--- src/rtl/hazard_ctrl.sv ---
// Pipeline hazard sequencer: load-use bubble, memory-wait freeze, taken-branch flush.
// Define HAZARD_STALL_CNT_EN to enable the Stall_Cnt / Flush_Cnt performance counters.
module hazard_ctrl #(
  parameter int unsigned FLUSH_EXTRA = 0,
  parameter int unsigned MAX_WAIT    = 64
) (
  input  logic        Clk,
  input  logic        Rst,
  input  logic        MemRead_Ex,
  input  logic [4:0]  Rt_Ex,
  input  logic [4:0]  Rs_ID,
  input  logic [4:0]  Rt_ID,
  input  logic        UsesRt_ID,
  input  logic        BranchTaken_Mem,
  input  logic        MemBusy,
  output logic        PCWrite,
  output logic        IF_ID_Write,
  output logic        IF_ID_Flush,
  output logic        ID_EX_Flush,
  output logic        EX_MEM_Flush,
  output logic        Pipe_Hold,
  output logic        Timeout_Err,
  output logic [15:0] Stall_Cnt,
  output logic [15:0] Flush_Cnt
);

  typedef enum logic [1:0] {RUN, MEMWAIT, FLUSH} state_e;

  state_e      state_q, state_d;
  logic [3:0]  fcnt_q, fcnt_d;
  logic [15:0] wcnt_q, wcnt_d;
  logic        pend_br_q, pend_br_d;
  logic        timeout_q, timeout_d;
  logic        load_use;
  logic        br_issue;
  logic        hold;

  assign load_use = MemRead_Ex && (Rt_Ex != '0) &&
                    ((Rt_Ex == Rs_ID) || (UsesRt_ID && (Rt_Ex == Rt_ID)));

  always_comb begin
    PCWrite      = 1'b1;
    IF_ID_Write  = 1'b1;
    IF_ID_Flush  = 1'b0;
    ID_EX_Flush  = 1'b0;
    EX_MEM_Flush = 1'b0;
    Pipe_Hold    = 1'b0;
    state_d      = state_q;
    fcnt_d       = fcnt_q;
    wcnt_d       = '0;
    pend_br_d    = pend_br_q;
    timeout_d    = timeout_q;
    br_issue     = 1'b0;
    hold         = 1'b0;

    if (!Rst) begin
      unique case (state_q)
        RUN: begin
          if (MemBusy) begin
            hold      = 1'b1;
            pend_br_d = BranchTaken_Mem;
            state_d   = MEMWAIT;
          end else if (BranchTaken_Mem) begin
            br_issue = 1'b1;
          end else if (load_use) begin
            PCWrite     = 1'b0;
            IF_ID_Write = 1'b0;
            ID_EX_Flush = 1'b1;
          end
        end
        MEMWAIT: begin
          if (MemBusy) begin
            hold      = 1'b1;
            pend_br_d = pend_br_q | BranchTaken_Mem;
          end else begin
            pend_br_d = 1'b0;
            // A branch still presented on the release cycle is honoured too, not only a latched one.
            if (pend_br_q || BranchTaken_Mem) br_issue = 1'b1;
            else                              state_d  = RUN;
          end
        end
        FLUSH: begin
          IF_ID_Flush = 1'b1;
          if (MemBusy) begin
            hold      = 1'b1;
            pend_br_d = pend_br_q | BranchTaken_Mem;
          end else if (pend_br_q || BranchTaken_Mem) begin
            pend_br_d = 1'b0;
            br_issue  = 1'b1;
          end else begin
            fcnt_d = fcnt_q - 4'd1;
            if (fcnt_q == 4'd1) state_d = RUN;
          end
        end
        default: state_d = RUN;
      endcase

      if (hold) begin
        PCWrite     = 1'b0;
        IF_ID_Write = 1'b0;
        Pipe_Hold   = 1'b1;
        wcnt_d      = (wcnt_q == '1) ? wcnt_q : wcnt_q + 16'd1;
        if (wcnt_q >= 16'(MAX_WAIT)) timeout_d = 1'b1;
      end

      if (br_issue) begin
        PCWrite      = 1'b1;
        IF_ID_Flush  = 1'b1;
        ID_EX_Flush  = 1'b1;
        EX_MEM_Flush = 1'b1;
        if (FLUSH_EXTRA > 0) begin
          state_d = FLUSH;
          fcnt_d  = 4'(FLUSH_EXTRA);
        end else begin
          state_d = RUN;
        end
      end
    end
  end

  always_ff @(posedge Clk) begin
    if (Rst) begin
      state_q   <= RUN;
      fcnt_q    <= '0;
      wcnt_q    <= '0;
      pend_br_q <= 1'b0;
      timeout_q <= 1'b0;
    end else begin
      state_q   <= state_d;
      fcnt_q    <= fcnt_d;
      wcnt_q    <= wcnt_d;
      pend_br_q <= pend_br_d;
      timeout_q <= timeout_d;
    end
  end

  assign Timeout_Err = timeout_q;

`ifdef HAZARD_STALL_CNT_EN
  logic [15:0] stall_cnt_q, flush_cnt_q;

  always_ff @(posedge Clk) begin
    if (Rst) begin
      stall_cnt_q <= '0;
      flush_cnt_q <= '0;
    end else begin
      if (!PCWrite && (stall_cnt_q != '1)) stall_cnt_q <= stall_cnt_q + 16'd1;
      if (br_issue && (flush_cnt_q != '1)) flush_cnt_q <= flush_cnt_q + 16'd1;
    end
  end

  assign Stall_Cnt = stall_cnt_q;
  assign Flush_Cnt = flush_cnt_q;
`else
  assign Stall_Cnt = '0;
  assign Flush_Cnt = '0;
`endif

endmodule

--- config.mk ---
export PLATFORM = sky130hd
export DESIGN_NAME = hazard_ctrl
export DESIGN_NICKNAME = d
export VERILOG_FILES = /design/src/rtl/hazard_ctrl.sv
export SDC_FILE = /design/constraint.sdc
export NUM_CORES = 1
export LEC_CHECK = 0
export ABC_AREA = 1
export CORE_ASPECT_RATIO = 0.5
export CORE_MARGIN = 3
export CORE_UTILIZATION = 48
export CTS_BUF_LIST = sky130_fd_sc_hd__clkbuf_8 sky130_fd_sc_hd__clkbuf_16
export CTS_CLUSTER_SIZE = 10
export DETAILED_ROUTE_END_ITERATION = 12
export PLACE_DENSITY = 0.91
export SLEW_MARGIN = 20
export SYNTH_ARGS = -nofsm -noshare
export SYNTH_HDL_FRONTEND = slang
export SYNTH_SLANG_ARGS = --single-unit
--- constraint.sdc ---
create_clock -name Clk -period 2.9 [get_ports Clk]
set_input_delay 0.87 -clock Clk [delete_from_list [all_inputs] [get_ports Clk]]
set_output_delay 0.87 -clock Clk [all_outputs]
set_load 0.02 [all_outputs]
==> results of run 1 <==
## flip-flops by register name, indices dropped and copies added, names as in the netlist
register	cells
Timeout_Err	1
pend_br_q	1
state_q	1
wcnt_q	16
## synth_stat cells
cell,instances
inv_2,1
nor2_2,4
o21ai_1,2
nand3b_1,1
conb_1,1
nand2_4,1
buf_4,33
nand3_1,16
o21ai_0,6
xnor2_1,1
nand4_1,6
buf_2,1
nor2_4,2
a31oi_2,8
a21oi_1,6
nor2_1,24
nand2_2,5
inv_1,40
ha_1,2
nor3_1,2
o32ai_1,1
buf_6,2
or2_2,1
nand2_1,68
dfxtp_1,19
nand3_4,1
## per-stage QoR
stage / power [mW] / hold slack (ns) / area [µm²] / setup slack, ns / util
2_1_floorplan: 0.380 / 0.453 / 1740 / 0.470 / -
4_1_cts: 0.572 / 0.469 / 1850 / -0.0108 / 0.592
6_report: 0.572 / 0.465 / 1870 / 0.0872 / 0.599
3_3_place_gp: 0.393 / 0.443 / 1810 / -0.512 / 0.581
5_1_grt: 0.594 / 0.503 / 1870 / 0.00350 / 0.599
3_5_place_dp: 0.395 / 0.458 / 1810 / -0.564 / 0.581
## cell type report
type,instances,area share
flip-flops and latches,19,0.204
clock inverters,1,0.00201
inverters,41,0.0824
multi-input cells,189,0.500
repair buffers,31,0.163
clock buffers,3,0.0221
well taps,40,0.0268
## per-layer routing
metal / global-route usage / vias to the layer above / part of all wire
met1: 0.150 / 690 / 0.39
met3: 0.0385 / 7 / 0.070
met4: 0.0542 / 0 / 0.013
met2: 0.360 / 63 / 0.53
li1: - / 781 / -
met5: 0 / - / 0
## path summary, 6_finish.rpt
| check | cells past startpoint | end | startpoint | slack (ns) |
|---|---|---|---|---|
| worst max-delay path | 8 | IF_ID_Write | Rt_ID[0] | 0.09 |
| worst min-delay path | 2 | Timeout_Err | Timeout_Err | 0.47 |
| worst max register to register | 9 | wcnt_q[13] | wcnt_q[1] | 1.33 |
| worst min register to register | 2 | Timeout_Err | Timeout_Err | 0.47 |
## what timing repair did
item                                    in CTS  in global routing
gates resized for setup                     26                 17
hold endpoints to repair                     0                  0
pin swaps                                    1                  9
endpoints found under the setup margin       6                  6
## kinds of logic (layout without fill, tap and decap cells)
| kind of cell | Yosys count | in the layout | share of synthesized area |
|---|---|---|---|
| buffers and inverters | 77 | 76 | 0.265 |
| XOR/XNOR | 1 | 1 | 0.00541 |
| AO/OA/AOI/OAI | 23 | 23 | 0.110 |
| other | 1 | 32 | 0.00231 |
| AND/OR/NAND/NOR | 131 | 131 | 0.367 |
| adder cells (fa/ha/maj) | 2 | 2 | 0.0154 |
| flip-flops | 19 | 19 | 0.235 |
## worst max-delay path, cell delays in order
cell and delay, ns:
clkdlybuf4s50_1 0.47, nand2_1 0.05, nand2_1 0.06, nor2_1 0.04, nand3_1 0.08, nand2_2 0.07
a21oi_1 0.12, buf_2 0.18
## power breakdown
part	leakage (nW)	switching [mW]	internal [mW]	total [mW]
registers	0.154	0.00259	0.264	0.266
clock network	0.0269	0.0934	0.0945	0.188
logic	0.798	0.0782	0.0396	0.118
==> out/results.txt, run 1 <==
Worst setup EP type: primary output
Layout area overhead: 15.3%
Worst min path class: flip-flop to flip-flop
Hold Vio Cnt, Final: 0
Final std cells w/o fill: 324
Nets: 308
Post-synthesis cell count: 254
WP data required: 2.03 ns
Dpl hpwl: 2800 µm
# rows: 14
Commonest non-fill, non-tap cell in the layout: nand2_1
Worst EP arrival: 1.94 ns
Max_slew headroom: 0.658
Placed insts: 320
Status: completed
Largest net degree at the start of global routing: 16
I/O pin count: 60
Pwr dens: 306 nW/µm²
Grt ovf: 0
RSZ-0062 raised after global routing: false
Setup-failing EPs final: 0
WS Path Type: primary input to primary output
Final worst path period need: 2.81 ns
Antenna violations before repair: 0
Clock Skew: 0.00183 ns
Synth area leader: dfxtp_1
Max Transition Viols Final: 0
Leak Pwr: 0.978 nW
Number of global-route vias before repair: 1339
Commonest cells after routing, fill and taps aside: nand2_1 (67), inv_1 (39), conb_1 (32)
Detailed Route Iter0 Violations: 95
Yosys warns: 0
Initial Util: 0.520
ANT nets after route: 0
Fmax: 0.356 GHz
Gpl congestion: 0.898
CTS Buffer Depth: 2
Tot GR Track Use: 0.162
Yosys top cell area share: 0.235
Area of the die: 4150 µm²
Post-CTS setup buffer count: 0
Worst Tran Pin Value: 0.512 ns
Wire length per cell: 10.8 µm
Period Utilization, post-route: 0.970
Synthesized area per cell: 6.38 µm²
Core Region: 3120 µm²
# fillers: 268
Die width: 88.2 µm
CTS tree: done
ANT cells: 0
First-pass GRT wire length: 5240 µm
Critical path peak fanout: 3
Routed via count: 1541
Crit start category: primary input
DRC: 0
MaxCap Viol Count: 0
Vias/cell: 4.76
Final WL: 3480 µm
Multi-input logic area: 933 µm²
Clk_lat worst skew: 0.26 ns
Clock tree root buffer cell: clkbuf_8
Final setup TNS: 0 ns
Number of clock sinks: 19
#FFs+latches synth: 19
Synth top area cells: dfxtp_1 (23%), nand2_1 (16%), buf_4 (15%)
Storage element area: 380 µm²
DR pass1 iterations: 4
Hold_buf cts: 0
Yosys cell types: 26
H-tree depth: 1
Worst vdd ir: 0.000103 V
CTS clock-pin slew for the worst setup and hold paths: 0.07 ns
Die Height: 47.1 µm
Port Buffers: 27
Share of layout cells above drive strength 1: 0.137
CTS Buf Count: 3
Sequential area share after synthesis: 0.235
Mapped cell area: 1620 µm²
Note: power is estimated with default switching activity, not from simulation.
==> run 2: changes to the inputs <==
--- a/config.mk
+++ b/config.mk
@@ -13,7 +13,7 @@
 export CTS_CLUSTER_SIZE = 10
 export DETAILED_ROUTE_END_ITERATION = 12
 export PLACE_DENSITY = 0.91
-export SLEW_MARGIN = 20
+export SLEW_MARGIN = 40
 export SYNTH_ARGS = -nofsm -noshare
 export SYNTH_HDL_FRONTEND = slang
 export SYNTH_SLANG_ARGS = --single-unit
==> results of run 2 <==
No change in the layout: final DEF, timing and power equal those of run 1.
